===== config.mk =====
export PLATFORM = sky130hd
export DESIGN_NAME = i2c_cfg_sequencer
export DESIGN_NICKNAME = d
export VERILOG_FILES = /design/src/rtl/i2c_cfg_sequencer.sv
export SDC_FILE = /design/constraint.sdc
export NUM_CORES = 1
export LEC_CHECK = 0
export CORE_ASPECT_RATIO = 0.6
export CORE_MARGIN = 2
export CORE_UTILIZATION = 52
export CTS_CLUSTER_SIZE = 20
export DETAILED_ROUTE_END_ITERATION = 7
export PLACE_DENSITY = 0.78
export RECOVER_POWER = 25
export SLEW_MARGIN = 25
export SYNTH_ARGS = -nofsm -noshare
export SYNTH_HDL_FRONTEND = slang
export SYNTH_SLANG_ARGS = --single-unit

===== constraint.sdc =====
create_clock -name clk -period 3.9 [get_ports clk]
set_input_delay 0.975 -clock clk [delete_from_list [all_inputs] [get_ports clk]]
set_output_delay 0.975 -clock clk [all_outputs]
set_load 0.01 [all_outputs]

===== src/rtl/i2c_cfg_sequencer.sv =====
// Sensor register-configuration sequencer: walks an {addr,data} LUT and issues one
// I2C write per entry, with in-table delays, bounded retry, response timeout and abort.
module i2c_cfg_sequencer #(
    parameter int unsigned       ADDR_W       = 16,
    parameter int unsigned       DATA_W       = 8,
    parameter int unsigned       INDEX_W      = 9,
    parameter logic [ADDR_W-1:0] DELAY_ADDR   = {ADDR_W{1'b1}},
    parameter int unsigned       DELAY_UNIT   = 50000,
    parameter int unsigned       MAX_RETRY    = 3,
    parameter int unsigned       RESP_TIMEOUT = 100000,
    parameter bit                AUTO_START   = 1'b1
) (
    input  logic                     clk,
    input  logic                     rst_n,
    input  logic                     start,
    input  logic [INDEX_W:0]         lut_size,
    output logic [INDEX_W-1:0]       lut_index,
    input  logic [ADDR_W+DATA_W-1:0] lut_data,
    output logic                     i2c_req,
    output logic [ADDR_W-1:0]        i2c_addr,
    output logic [DATA_W-1:0]        i2c_wdata,
    input  logic                     i2c_done,
    input  logic                     i2c_err,
    output logic                     busy,
    output logic                     cfg_done,
    output logic                     cfg_error,
    output logic [INDEX_W-1:0]       err_index
);

    localparam int unsigned UNIT_W = $clog2(DELAY_UNIT + 1);
    localparam int unsigned DLY_W  = DATA_W + UNIT_W;
    localparam int unsigned TMR_W  = $clog2(RESP_TIMEOUT + 1);
    localparam int unsigned RTY_W  = $clog2(MAX_RETRY + 1);

    typedef enum logic [3:0] {
        S_IDLE, S_FETCH, S_CHECK, S_REQ, S_WAIT, S_DELAY, S_NEXT, S_DONE, S_ERROR
    } state_t;

    state_t              state_q, state_d;
    logic [INDEX_W-1:0]  idx_d, eidx_d;
    logic [ADDR_W-1:0]   entry_addr_q, entry_addr_d, addr_d;
    logic [DATA_W-1:0]   entry_data_q, entry_data_d, wdata_d;
    logic [RTY_W-1:0]    retry_q, retry_d;
    logic [TMR_W-1:0]    tmr_q, tmr_d;
    logic [DLY_W-1:0]    dly_q, dly_d;
    logic                req_d, busy_d, done_d, error_d;
    logic                auto_q;
    logic [INDEX_W:0]    idx_plus1_c;
    logic                last_entry_c;
    logic                attempt_fail_c;

    // State and all outputs are registered from next-state values
    always_ff @(posedge clk or negedge rst_n) begin
        if (!rst_n) begin
            state_q      <= S_IDLE;
            lut_index    <= '0;
            entry_addr_q <= '0;
            entry_data_q <= '0;
            retry_q      <= '0;
            tmr_q        <= '0;
            dly_q        <= '0;
            i2c_req      <= 1'b0;
            i2c_addr     <= '0;
            i2c_wdata    <= '0;
            busy         <= 1'b0;
            cfg_done     <= 1'b0;
            cfg_error    <= 1'b0;
            err_index    <= '0;
            auto_q       <= AUTO_START;
        end else begin
            state_q      <= state_d;
            lut_index    <= idx_d;
            entry_addr_q <= entry_addr_d;
            entry_data_q <= entry_data_d;
            retry_q      <= retry_d;
            tmr_q        <= tmr_d;
            dly_q        <= dly_d;
            i2c_req      <= req_d;
            i2c_addr     <= addr_d;
            i2c_wdata    <= wdata_d;
            busy         <= busy_d;
            cfg_done     <= done_d;
            cfg_error    <= error_d;
            err_index    <= eidx_d;
            auto_q       <= 1'b0;
        end
    end

    assign idx_plus1_c    = (INDEX_W+1)'({1'b0, lut_index}) + (INDEX_W+1)'(1);
    assign last_entry_c   = (idx_plus1_c == lut_size);
    // err has priority over a coincident done; timeout counts as a failed attempt
    assign attempt_fail_c = i2c_err || (tmr_q == TMR_W'(RESP_TIMEOUT - 1));

    always_comb begin
        state_d      = state_q;
        idx_d        = lut_index;
        entry_addr_d = entry_addr_q;
        entry_data_d = entry_data_q;
        retry_d      = retry_q;
        tmr_d        = tmr_q;
        dly_d        = dly_q;
        req_d        = i2c_req;
        addr_d       = i2c_addr;
        wdata_d      = i2c_wdata;
        busy_d       = busy;
        done_d       = cfg_done;
        error_d      = cfg_error;
        eidx_d       = err_index;

        case (state_q)
            S_IDLE, S_DONE, S_ERROR: begin
                if (start || auto_q) begin
                    state_d = S_FETCH;
                    idx_d   = '0;
                    retry_d = '0;
                    busy_d  = 1'b1;
                    done_d  = 1'b0;
                    error_d = 1'b0;
                end
            end
            S_FETCH: begin
                if (lut_size == '0) begin
                    state_d = S_DONE;
                    busy_d  = 1'b0;
                    done_d  = 1'b1;
                end else begin
                    entry_addr_d = lut_data[DATA_W +: ADDR_W];
                    entry_data_d = lut_data[DATA_W-1:0];
                    state_d      = S_CHECK;
                end
            end
            S_CHECK: begin
                if (entry_addr_q == DELAY_ADDR) begin
                    if (entry_data_q == '0) begin
                        state_d = S_NEXT;
                    end else begin
                        state_d = S_DELAY;
                        dly_d   = DLY_W'(entry_data_q) * DLY_W'(DELAY_UNIT);
                    end
                end else begin
                    state_d = S_REQ;
                end
            end
            S_REQ: begin
                state_d = S_WAIT;
                req_d   = 1'b1;
                addr_d  = entry_addr_q;
                wdata_d = entry_data_q;
                tmr_d   = '0;
            end
            S_WAIT: begin
                if (attempt_fail_c) begin
                    req_d   = 1'b0;
                    retry_d = retry_q + RTY_W'(1);
                    if (retry_q < RTY_W'(MAX_RETRY - 1)) begin
                        state_d = S_REQ;
                    end else begin
                        state_d = S_ERROR;
                        busy_d  = 1'b0;
                        error_d = 1'b1;
                        eidx_d  = lut_index;
                    end
                end else if (i2c_done) begin
                    req_d   = 1'b0;
                    state_d = S_NEXT;
                end else begin
                    tmr_d = tmr_q + TMR_W'(1);
                end
            end
            S_DELAY: begin
                if (dly_q <= DLY_W'(1)) begin
                    dly_d   = '0;
                    state_d = S_NEXT;
                end else begin
                    dly_d = dly_q - DLY_W'(1);
                end
            end
            S_NEXT: begin
                retry_d = '0;
                if (last_entry_c) begin
                    state_d = S_DONE;
                    busy_d  = 1'b0;
                    done_d  = 1'b1;
                end else begin
                    idx_d   = lut_index + INDEX_W'(1);
                    state_d = S_FETCH;
                end
            end
            default: state_d = S_IDLE;
        endcase
    end

endmodule


==> results.toml <==
[die]
num_rows = 33
die_w_um = 158.4
io_pins = 85
die_h_um = 96.65
coreArea_um2 = 13830
dieArea_um2 = 15310
start_util_pct = 53.78

[detailed_routing]
vias_per_cell = 5.837
drtAntennaViolNets = 0
drtIter0Drc = 683
drt_wl_total_mm = 19.39
route.detailed.drc = 0
dr.pass1.iters = 5
num_vias = 6351
wl_per_cell_um = 17.82

[grt]
grt-ovfl-total = 0
antenna_found_initial = 0
grt_max_degree = 58
grt_use_total_pct = 26.61
grt_pass1_vias = 6221
grt_pass1_wl_mm = 32.13

[job]
cap_violations = 1

[setup_path]
slowest_stage = "or4b_2"
endpoint_kind = "register"
r2r_setup_slack_ps = 100
rr_worst_depth = 12
cp_cell_sequence = "ha_1, fa_1, fa_1, ha_1, ha_4, o21a_1, o21a_1, nand2_1, o21ai_4, a21oi_1, or4b_2, nand4_1"
reg2reg_to = "dly_q[21]$_DFFE_PN0P_"
r2r-start = "entry_data_q[4]$_DFFE_PN0P_"
worst-path-max-fanout = 3
crit_arrival_ps = 4150
max_stage_delay_ps = 620
required_ps = 4250
start_kind = "register"
crit_type = "register to register"

[min_path]
hold_class = "register to register"
holdPathStages = 2
hold_end = "i2c_addr[11]$_DFFE_PN0P_"
hold_path_startpoint = "i2c_addr[11]$_DFFE_PN0P_"

[yosys]
synth.distinct_cells = 78
syn_nets = 895
synth-edff-count = 0
syn-cell-area_um2 = 7438
postSynth.asyncResetShare_pct = 100.0
ys.flop_type = "dfrtp_1"
seq_area_frac_synth_pct = 39.71
synth_seq_cells = 118
synth_cells = 783
postSynthAreaPerCell_um2 = 9.500
yosys_warnings = 0

[sta]
fmax_mhz = 263.4
finalMaxSlewViolations = 57
hold_viol_final = 0
rsz0062_at_grt = "true"
finalCritPeriodShare_pct = 97.34
min_period_ps = 3796
max_slew_margin_pct = -0.6383
worst_slew_pin_slew_ps = 1510
setup_violations = 0
finalClockSkew_ps = 9.079
final.setup.tns_ps = 0

[clock_network]
cts_root_buf = "clkbuf_16"
path_clk_slew_ps = 60
htree_levels = 4
clockBufferDepth = 2
cts_tree = "built"
cts_sinks = 118
clk_latency_ps = 420
cts_buffers = 17

[outcome]
violations = "max-capacitance violations, max-slew violations"
status = "finished, violations left"

[layout]
nets = 995
synthToLayoutAreaGrowth_pct = 24.69
n_antenna_cell = 0
drive_gt1_share_pct = 13.73

[placed_design]
dp_hpwl_mm = 13.70
port_buffers = 84
place_congestion = 0.9093
==> cell families after synthesis <==
group                      synth area share, %
and+or+nand+nor                          19.85
buffers and inverters                    3.432
xor gates and xnor gates                 3.970
adders and majority gates                13.49
AOI/OAI and AO/OA                        15.02
DFF                                      39.71
muxes                                    4.474
other                                  0.05041
==> through the flow <==
| step | hold WS, ps | instances | util, % | worst slack [ps] | cell area (um^2) |
|---|---|---|---|---|---|
| global route | 507.7 | 1088 | 67.06 | -21.69 | 9275 |
| global placement | 463.2 | 1056 | 62.21 | 7.112 | 8605 |
| CTS | 481.4 | 1089 | 66.49 | 23.66 | 9198 |
| finish | 478.6 | 1088 | 67.06 | 103.7 | 9275 |
| floorplan | 455.6 | 783 | - | 119.0 | 7438 |
| detailed placement | 466.4 | 1056 | 62.21 | -101.8 | 8605 |
==> registers in the layout, indices dropped and copies added (netlist names), 2 cells and up <==
name / count
retry_q: 2
entry_data_q: 8
dly_q: 24
err_index: 9
state_q: 4
entry_addr_q: 16
lut_index: 9
tmr_q: 17
i2c_wdata: 8
i2c_addr: 16
==> timing repair <==
item | CTS | global route
resized for setup | 4 | 15
cloned | 0 | 0
buffers inserted | 1 | 0
endpoints found under the setup margin | 6 | 8
hold buffers | 0 | 0
hold endpoints to repair | 0 | 0
pin swaps | 4 | 10
==> Yosys cell counts (all sizes together), types with 6 or more instances <==
| cell | count | area share (%) |
|---|---|---|
| dfrtp | 117 | 39 |
| inv | 24 | 1.2 |
| mux2 | 26 | 4.3 |
| xnor2 | 17 | 2.0 |
| a21o | 11 | 1.1 |
| or3 | 8 | 0.67 |
| nor2b | 8 | 0.77 |
| or2 | 6 | 0.50 |
| ha | 61 | 10 |
| nor3 | 18 | 1.4 |
| o21ai | 77 | 5.2 |
| a21oi | 30 | 2.1 |
| o221ai | 7 | 0.82 |
| nor2 | 50 | 2.6 |
| nand4 | 12 | 1.0 |
| or4 | 7 | 0.71 |
| nand2b | 14 | 1.2 |
| nand3 | 29 | 2.0 |
| nand2 | 113 | 5.8 |
| and3 | 7 | 0.59 |
| nor4 | 8 | 0.76 |
| buf | 13 | 1.1 |
| fa | 12 | 3.2 |
| clkbuf | 22 | 1.1 |
| xor2 | 14 | 1.6 |
==> metal layers <==
metal	global-route usage, %	part of all wire [%]
met4	6.306	0.86
met2	35.99	41
met1	42.00	50
met5	0	0
met3	7.258	8.5
==> area by class of cell <==
cell class | instances | area [um^2]
clock buffer | 17 | 425.4
clock inverter | 15 | 156.4
fill | 1040 | 4557
inverter | 24 | 90.09
multi-input combinational | 606 | 4328
sequential | 118 | 2954
tap | 192 | 240.2
timing repair buffer | 116 | 1081
==> worst max path at each step <==
stage / from / endpoint / slack, ps
4_1_cts: entry_data_q[4]$_DFFE_PN0P_ / dly_q[17]$_DFFE_PN0P_ / 20
6_report: entry_data_q[4]$_DFFE_PN0P_ / dly_q[21]$_DFFE_PN0P_ / 100
5_1_grt: entry_data_q[4]$_DFFE_PN0P_ / dly_q[21]$_DFFE_PN0P_ / -20
3_3_place_gp: entry_data_q[7]$_DFFE_PN0P_ / dly_q[21]$_DFFE_PN0P_ / 7
3_5_place_dp: entry_data_q[4]$_DFFE_PN0P_ / dly_q[22]$_DFFE_PN0P_ / -100
2_1_floorplan: entry_data_q[6]$_DFFE_PN0P_ / dly_q[21]$_DFFE_PN0P_ / 120
==> cell usage in the layout, fill, tap and decap left out, types with 14 or more instances in the layout <==
cell type        instances
nor3_1                  17
xnor2_1                 17
clkdlybuf4s50_1         83
mux2_2                  18
o21ai_0                 74
a21oi_1                 28
clkbuf_16               17
dfrtp_1                117
inv_1                   23
nand2b_1                14
buf_4                   29
ha_1                    57
nor2_1                  49
nand3_1                 29
xor2_1                  14
nand2_1                111
==> critical path, delay by kind of cell (launching register included) <==
kind                     cells  cell delay, ps
AO/OA/AOI/OAI                4             550
adder cells (fa/ha/maj)      5            1940
flip-flops                   1             430
AND/OR/NAND/NOR              3             810
Power is not shown: default switching activity piles up to over one toggle a cycle in this logic, so the estimate is an artifact.
